File: src/rtl/rr_arb8_pkg.sv
// Shared types and constants for the 8-way round-robin mux arbiter.
// Provides the arbiter state enum and a one-hot to index helper.
package rr_arb8_pkg;

    localparam int N_REQ = 8;
    localparam int SEL_W = 3;

    typedef enum logic {
        ARB_IDLE  = 1'b0,
        ARB_GRANT = 1'b1
    } arb_state_t;

    function automatic logic [SEL_W-1:0] onehot_to_idx(input logic [N_REQ-1:0] oh);
        logic [SEL_W-1:0] idx;
        idx = '0;
        for (int i = 0; i < N_REQ; i++) begin
            if (oh[i]) idx = SEL_W'(i);
        end
        return idx;
    endfunction

endpackage

File: src/rtl/rr_pick8.sv
// Combinational rotating-priority picker: first set bit of cand at or
// after index start, scanning upward with wrap from 7 to 0.
module rr_pick8
    import rr_arb8_pkg::*;
(
    input  logic [N_REQ-1:0] cand,
    input  logic [SEL_W-1:0] start,
    output logic [SEL_W-1:0] idx,
    output logic             found
);

    logic [2*N_REQ-1:0] dbl;
    logic [N_REQ-1:0]   rot;
    logic [N_REQ-1:0]   low;

    always_comb begin
        // Rotate so that bit 0 of rot is cand[start], then isolate the lowest set bit.
        dbl   = {cand, cand} >> start;
        rot   = dbl[N_REQ-1:0];
        low   = rot & (~rot + {{(N_REQ-1){1'b0}}, 1'b1});
        found = |cand;
        idx   = onehot_to_idx(low) + start;
    end

endmodule

File: src/rtl/rr_arb8_ctrl.sv
// Round-robin arbiter and select generator for an 8:1 single-bit mux.
// Optional hold-limit preemption is built when RR_ARB8_HOLD_LIMIT_EN is defined.
module rr_arb8_ctrl
    import rr_arb8_pkg::*;
#(
    parameter int MAX_HOLD = 16
) (
    input  logic             clk,
    input  logic             rst_n,
    input  logic [N_REQ-1:0] req,
    output logic [N_REQ-1:0] gnt,
    output logic [SEL_W-1:0] sel,
    output logic             valid,
    output logic             timeout
);

    if (MAX_HOLD < 2 || MAX_HOLD > 256) begin : g_bad_max_hold
        $error("MAX_HOLD must be within 2..256");
    end

    arb_state_t       state, state_nxt;
    logic [SEL_W-1:0] last_r, last_nxt;
    logic [SEL_W-1:0] sel_r, sel_nxt;
    logic [N_REQ-1:0] gnt_r, gnt_nxt;
    logic [N_REQ-1:0] cand;
    logic [SEL_W-1:0] pick_idx;
    logic             pick_found;
    logic             req_held;
    logic             hold_expire;
    logic             load;

    assign req_held = |(req & gnt_r);
    // While granted, the current owner is excluded so a handoff never re-picks it.
    assign cand     = (state == ARB_GRANT) ? (req & ~gnt_r) : req;

    rr_pick8 u_pick (
        .cand  (cand),
        .start (last_r + SEL_W'(1)),
        .idx   (pick_idx),
        .found (pick_found)
    );

    always_ff @(posedge clk or negedge rst_n) begin
        if (!rst_n) state <= ARB_IDLE;
        else        state <= state_nxt;
    end

    always_comb begin
        state_nxt = state;
        load      = 1'b0;
        case (state)
            ARB_IDLE: begin
                if (pick_found) begin
                    load      = 1'b1;
                    state_nxt = ARB_GRANT;
                end
            end
            ARB_GRANT: begin
                if (req_held) begin
                    if (hold_expire && pick_found) load = 1'b1;
                end else if (pick_found) begin
                    load = 1'b1;
                end else begin
                    state_nxt = ARB_IDLE;
                end
            end
            default: state_nxt = ARB_IDLE;
        endcase
    end

    always_comb begin
        gnt_nxt  = gnt_r;
        sel_nxt  = sel_r;
        last_nxt = last_r;
        if (load) begin
            gnt_nxt           = '0;
            gnt_nxt[pick_idx] = 1'b1;
            sel_nxt           = pick_idx;
            last_nxt          = pick_idx;
        end else if (state_nxt == ARB_IDLE) begin
            gnt_nxt = '0;
        end
    end

    always_ff @(posedge clk or negedge rst_n) begin
        if (!rst_n) begin
            gnt_r  <= '0;
            sel_r  <= '0;
            last_r <= SEL_W'(N_REQ - 1);
        end else begin
            gnt_r  <= gnt_nxt;
            sel_r  <= sel_nxt;
            last_r <= last_nxt;
        end
    end

`ifdef RR_ARB8_HOLD_LIMIT_EN
    localparam logic [7:0] HOLD_LAST = 8'(MAX_HOLD - 1);

    logic [7:0] hold_cnt;
    logic       timeout_r;

    assign hold_expire = (hold_cnt == HOLD_LAST);

    // Counter saturates so a lone requester keeps its grant without wrapping.
    always_ff @(posedge clk or negedge rst_n) begin
        if (!rst_n) begin
            hold_cnt  <= '0;
            timeout_r <= 1'b0;
        end else begin
            timeout_r <= load && (state == ARB_GRANT) && req_held;
            if (load)
                hold_cnt <= '0;
            else if (state == ARB_GRANT && !hold_expire)
                hold_cnt <= hold_cnt + 8'd1;
        end
    end

    assign timeout = timeout_r;
`else
    assign hold_expire = 1'b0;
    assign timeout     = 1'b0;
`endif

    assign gnt   = gnt_r;
    assign sel   = sel_r;
    assign valid = |gnt_r;

endmodule
File: config.mk
export PLATFORM = sky130hd
export DESIGN_NAME = rr_arb8_ctrl
export DESIGN_NICKNAME = d
export VERILOG_FILES = /design/src/rtl/rr_arb8_pkg.sv /design/src/rtl/rr_pick8.sv /design/src/rtl/rr_arb8_ctrl.sv
export SDC_FILE = /design/constraint.sdc
export NUM_CORES = 1
export LEC_CHECK = 0
export CORE_UTILIZATION = 40
export CTS_CLUSTER_DIAMETER = 50
export DETAILED_ROUTE_END_ITERATION = 12
export PLACE_DENSITY = 0.59
export SLEW_MARGIN = 20
export SYNTH_ARGS = -nofsm -noshare
export SYNTH_HDL_FRONTEND = slang
export SYNTH_SLANG_ARGS = --single-unit
File: constraint.sdc
create_clock -name clk -period 7.53 [get_ports clk]
set_input_delay 1.506 -clock clk [delete_from_list [all_inputs] [get_ports clk]]
set_output_delay 1.506 -clock clk [all_outputs]
set_load 0.03 [all_outputs]
==> flow_metrics.env, run 1 <==
export IMPL_use_met3=0.01761
export IMPL_htree_levels=1
export IMPL_critPathMaxFanout=9
export IMPL_syn_area_per_cell_um2=9.407
export IMPL_synth_area_um2=1561
export IMPL_grt_pass1_wl_um=6831
export IMPL_fp_dieH_um=64.48
export IMPL_cts_tree="built"
export IMPL_required_ps=7720
export IMPL_antenna_left=0
export IMPL_hold_buffers=0
export IMPL_ys_seq_area_frac=0.2428
export IMPL_drive_above_1_share=0.1033
export IMPL_core_area_um2=3716
export IMPL_post_cts_setup_buffers=0
export IMPL_worstHoldEndpoint="sel[1]"
export IMPL_stdcell_count=232
export IMPL_cts_max_path_buffers=2
export IMPL_hold_depth=1
export IMPL_dp_cells=228
export IMPL_start_util=0.4202
export IMPL_drc=0
export IMPL_cp_top_family="simple AND/OR/NAND/NOR gates"
export IMPL_io_buffers=21
export IMPL_r2r_end="gnt[0]"
export IMPL_r2r_cells=12
export IMPL_dp_hpwl_um=2962
export IMPL_routed_wl_um=3971
export IMPL_clock_root_buffer="clkbuf_8"
export IMPL_fin_tns_setup_ps=0
export IMPL_fmax_mhz=185.6
export IMPL_cp_end_kind="register"
export IMPL_first_pass_iters=4
export IMPL_ys_ff_latch=15
export IMPL_critPathBufInv=3
export IMPL_synth_warnings=0
export IMPL_grt_pass1_vias=1427
export IMPL_synth_fp_nets=179
export IMPL_post_cts_resized=0
export IMPL_grtUsageTotal=0.2116
export IMPL_critPathArrivalTime_ps=5570
export IMPL_n_antenna_cell=0
export IMPL_worstSetupPathType="in2reg"
export IMPL_period_share=0.7155
export IMPL_finalClockSkew_ps=1.323
export IMPL_hold_path_class="reg2reg"
export IMPL_status="finished clean"
export IMPL_clkSlewWorstSetupHoldPaths_ps=60
export IMPL_rsz0062_at_grt="no"
export IMPL_overflow=0
export IMPL_setup_viol=0
export IMPL_wl_per_cell_um=17.12
export IMPL_clock_latency_ps=250
export IMPL_grt_use_met1=0.3080
export IMPL_cts_inserted_buffers=3
export IMPL_drv_cap=0
export IMPL_rrSetupSlack_ps=2780
export IMPL_path_cells="clkdlybuf4s50_1 -> mux2i_1 -> a21oi_1 -> mux4_2 -> nor4_2 -> a32o_1 -> ha_1 -> inv_1 -> fa_1 -> inv_1 -> nor4_1 -> o21ai_0 -> nand3_1"
export IMPL_cpPeakStageDelay_ps=730
export IMPL_busiest_layer="met2"
export IMPL_min_from="sel[1]"
export IMPL_nFillCells=339
export IMPL_vias=1424
export IMPL_cp_common_cell="inv_1"
export IMPL_cp_slowest_cell="nor4_2"
export IMPL_use_met2=0.3342
export IMPL_vias_per_cell=6.138
export IMPL_antenna_found_initial=0
export IMPL_io_pins=23
export IMPL_r2r_start="last_r[0]"
export IMPL_syn_to_final_growth_pct=17.07
export IMPL_drtIter0Drc=127
export IMPL_worst_setup_path_start_kind="input pin"
export IMPL_placementRows=22
export IMPL_hold_viol=0
export IMPL_cts_sinks=15
export IMPL_finalCriticalPeriod_ps=5388
export IMPL_grt_max_degree=20
export IMPL_ys_types=41
export IMPL_syn_inst=166
export IMPL_die_x_um=64.48
export IMPL_gp_congestion=0.8346
export IMPL_worst_slew_pin_slew_ps=782.0
export IMPL_nets=198
export IMPL_maxSlewViolCount=0
export IMPL_slew_headroom=0.4743
export IMPL_dieArea_um2=4158
-- Yosys cell counts --
library cell | number | share of area
o221ai_1 | 1 | 0.0056
nor2_1 | 6 | 0.014
o41ai_2 | 1 | 0.010
inv_1 | 7 | 0.017
a21o_1 | 6 | 0.029
o21ai_0 | 11 | 0.035
xor2_1 | 1 | 0.0056
or4_1 | 2 | 0.0096
o31ai_1 | 1 | 0.0048
nand3_1 | 18 | 0.058
o2111ai_1 | 1 | 0.0056
nor3_1 | 1 | 0.0032
a21oi_1 | 10 | 0.032
xnor2_1 | 2 | 0.011
clkbuf_1 | 3 | 0.0072
o41a_1 | 1 | 0.0072
a32o_1 | 1 | 0.0064
mux4_2 | 5 | 0.072
or4_4 | 1 | 0.0072
conb_1 | 1 | 0.0024
mux4_1 | 5 | 0.084
nand2b_1 | 4 | 0.016
buf_6 | 1 | 0.0072
or2_2 | 1 | 0.0040
nand2_1 | 14 | 0.034
o21bai_1 | 1 | 0.0048
inv_2 | 1 | 0.0024
ha_1 | 2 | 0.016
a22o_1 | 4 | 0.022
fa_1 | 1 | 0.013
dfrtp_1 | 12 | 0.19
nor4_2 | 1 | 0.0080
nor4_1 | 13 | 0.052
dfstp_2 | 3 | 0.050
mux2_1 | 8 | 0.058
a21boi_0 | 1 | 0.0048
o41ai_1 | 1 | 0.0056
buf_2 | 1 | 0.0032
mux2i_1 | 8 | 0.051
buf_12 | 1 | 0.013
buf_4 | 3 | 0.014
-- metrics by stage --
stage | util | setup slack [ps] | hold slack, ps | area [um2]
6_report | 0.4919 | 2142 | 479.5 | 1828
5_1_grt | 0.4919 | 1835 | 508.6 | 1828
4_1_cts | 0.4919 | 2203 | 486.6 | 1828
3_5_place_dp | 0.4798 | 1955 | 472.9 | 1783
3_3_place_gp | 0.4781 | 2058 | 461.6 | 1777
2_1_floorplan | - | 3038 | 474.2 | 1562
-- cells by family after synthesis --
family / share of synthesized area
AO/OA/AOI/OAI: 0.1739
XOR/XNOR: 0.01683
adder cells (fa/ha/maj): 0.02884
buffers and inverters: 0.06410
flip-flops: 0.2428
multiplexers: 0.2652
other: 0.002402
AND/OR/NAND/NOR: 0.2059
-- cell usage in the layout (no fill, tap or decap), types with 2 or more instances in the layout --
cell type        instances
buf_4                    2
mux2i_1                  8
inv_1                    7
clkbuf_8                 3
nor2_1                   6
or4_1                    2
o21ai_0                 11
nor4_2                   2
a21oi_1                 10
xnor2_1                  2
nand3_1                 18
a22o_1                   4
mux4_2                   5
ha_1                     2
a21o_1                   6
dfstp_2                  3
clkdlybuf4s50_1         21
nand2b_1                 4
nand2_1                 14
mux2_1                   8
nor4_1                  12
mux4_1                   5
dfrtp_1                 12
-- worst max path at each step --
stage | cells after the start | slack, ps | start | end
6_report | 13 | 2140 | req[5] | gnt[0]
5_1_grt | 13 | 1830 | req[5] | gnt[0]
4_1_cts | 13 | 2200 | req[5] | gnt[0]
3_5_place_dp | 13 | 1950 | req[5] | gnt[0]
3_3_place_gp | 13 | 2060 | req[1] | gnt[1]
2_1_floorplan | 12 | 3040 | req[0] | gnt[0]
-- routing by layer --
metal	wire length, um	up-vias
li1	-	686
met1	1893	711
met2	1926	22
met3	108	5
met4	43	0
met5	0	-
-- registers in the layout (all words and copies together) (netlist names) --
name,cells
last_r,3
gnt,8
state,1
sel,3
-- layout make-up --
cell class | instances | area [um2] | area share
Timing Repair Buffer | 23 | 225.2 | 0.1232
Sequential cell | 15 | 379.1 | 0.2074
Multi-Input combinational cell | 134 | 1089 | 0.5955
Tap cell | 48 | 60.06 | 0.03285
Inverter | 8 | 30.03 | 0.01643
Clock buffer | 4 | 45.04 | 0.02464
Power of run 1 is left out: the tool's default activity adds up to more than one toggle a clock period on the data nets, which glitch-free logic cannot reach.
==> run 2: changes to the inputs <==
Settings changed: PLACE_DENSITY 0.59 to 0.61.
Clock period 7.53 ns to 4.38 ns, I/O delays scaled along.
==> run 2 against run 1 <==
- critical path depth up 1
- cell count rose by 5.2%
- sequential share of layout area fell by 1.3 points
- wire length rose by 4.4%
- flip-flop and latch count unchanged
- critical path type unchanged
- highest routed layer unchanged
==> flow_metrics.env, run 2 (same netlist as run 1, synthesis figures left out) <==
export IMPL_status="finished clean"
export IMPL_required_ps=4560
export IMPL_placementRows=22
export IMPL_vias=1526
export IMPL_final_cell_mix="clkdlybuf4s50_1 (21), nand3_1 (18), nand2_1 (14), buf_4 (14), dfrtp_1 (12)"
export IMPL_drc=0
export IMPL_hold_buffers=0
export IMPL_htree_levels=1
export IMPL_critPathArrivalTime_ps=4430
export IMPL_hold_viol=0
export IMPL_gp_congestion=0.8235
export IMPL_drive_above_1_share=0.1888
export IMPL_io_pins=23
export IMPL_hold_depth=1
export IMPL_setup_viol=0
export IMPL_wl_per_cell_um=16.99
export IMPL_r2r_start="last_r[0]"
export IMPL_dp_cells=240
export IMPL_die_x_um=64.48
export IMPL_path_depth=14
export IMPL_fp_dieH_um=64.48
export IMPL_post_cts_setup_buffers=0
export IMPL_maxSlewViolCount=0
export IMPL_finalClockSkew_ps=2.294
export IMPL_critPathLaunch="req[5]"
export IMPL_worstSetupPathType="in2reg"
export IMPL_grt_pass1_wl_um=6755
export IMPL_min_from="sel[1]"
export IMPL_clock_latency_ps=240
export IMPL_vias_per_cell=6.254
export IMPL_routed_wl_um=4146
export IMPL_cts_max_path_buffers=2
export IMPL_dp_hpwl_um=3158
export IMPL_core_area_um2=3716
export IMPL_fmax_mhz=235.2
export IMPL_cts_sinks=15
export IMPL_grtUsageTotal=0.2088
export IMPL_nets=210
export IMPL_cts_inserted_buffers=3
export IMPL_antenna_found_initial=0
export IMPL_period_share=0.9708
export IMPL_r2r_cells=14
export IMPL_syn_to_final_growth_pct=25.16
export IMPL_cp_top_family="multiplexers"
export IMPL_critPathMaxFanout=5
export IMPL_worst_setup_path_start_kind="input pin"
export IMPL_drtIter0Drc=86
export IMPL_n_antenna_cell=0
export IMPL_cts_tree="built"
export IMPL_rsz0062_at_grt="yes"
export IMPL_start_util=0.4202
export IMPL_grt_max_degree=20
export IMPL_critPathBufInv=3
export IMPL_hold_path_class="reg2reg"
export IMPL_finalCriticalPeriod_ps=4252
export IMPL_drv_cap=0
export IMPL_cp_end_kind="register"
export IMPL_io_buffers=21
export IMPL_dieArea_um2=4158
export IMPL_path_cells="clkdlybuf4s50_1 -> mux2i_1 -> a21oi_1 -> mux4_1 -> nor4_2 -> a32o_1 -> ha_1 -> inv_1 -> fa_1 -> xnor2_1 -> buf_4 -> nor4_1 -> o21ai_0 -> nand3_1"
export IMPL_clkSlewWorstSetupHoldPaths_ps=60
export IMPL_worst_slew_pin_slew_ps=651.7
export IMPL_cp_slowest_cell="mux4_1"
export IMPL_slew_headroom=0.5641
export IMPL_layout_commonest_cell="clkdlybuf4s50_1"
export IMPL_cpPeakStageDelay_ps=630
export IMPL_overflow=0
export IMPL_stdcell_count=244
export IMPL_first_pass_iters=4
export IMPL_clock_root_buffer="clkbuf_8"
export IMPL_grt_pass1_vias=1486
export IMPL_largest_reg_flops=8
export IMPL_antenna_left=0
-- run 2: cell types whose count changed in the layout (fill, tap and decap cells not counted), sizes merged --
cell	change
buf	+12
-- run 2: final timing paths --
path,slack (ps),to
worst max-delay path,130,gnt[4]
worst min register to register,470,sel[1]
worst min-delay path,470,sel[1]
max in group asynchronous,2930,gnt[3]
worst max register to register,250,gnt[4]
min in group asynchronous,1030,sel[0]
-- run 2: final cells by class --
| type | instances | area (um2) |
|---|---|---|
| Fill cell | 346 | 1762 |
| Clock buffer | 4 | 45.04 |
| Inverter | 8 | 30.03 |
| Timing Repair Buffer | 35 | 315.3 |
| Sequential cell | 15 | 379.1 |
| Tap cell | 48 | 60.06 |
| Multi-Input combinational cell | 134 | 1125 |
-- run 2: worst reg2reg max path, stage by stage, from the launching register on --
cell,delay [ps]
dfstp_2,360
ha_1,200
xnor2_1,490
buf_4,290
mux4_2,550
nor4_2,410
a32o_1,260
ha_1,150
inv_1,50
fa_1,470
xnor2_1,160
buf_4,180
nor4_1,260
o21ai_0,160
nand3_1,90
-- run 2: repair_timing --
action                     4_1_cts  5_1_grt
hold endpoints to repair         0        0
setup endpoints to repair        0        7
gates resized for setup          0        7
-- run 2: metal layers --
layer	track usage	routed length [um]	up-vias
li1	-	-	708
met1	0.2666	1759	763
met2	0.3684	2147	50
met3	0.02113	201	5
met4	0.06667	38	0
met5	0	0	-
-- run 2: metrics by stage --
step	util	hold WS (ps)	worst slack [ps]	TNS [ps]	instance area, um2
3_3_place_gp	0.5024	461.1	12.46	0	1867
4_1_cts	0.5145	478.6	160.5	0	1912
6_report	0.5259	474.0	128.0	0	1954
5_1_grt	0.5259	499.1	-72.26	-155.4	1954
2_1_floorplan	-	474.2	451.6	0	1562
3_5_place_dp	0.5024	465.7	-88.81	-190.7	1867
Power of run 2 is left out for the same reason.
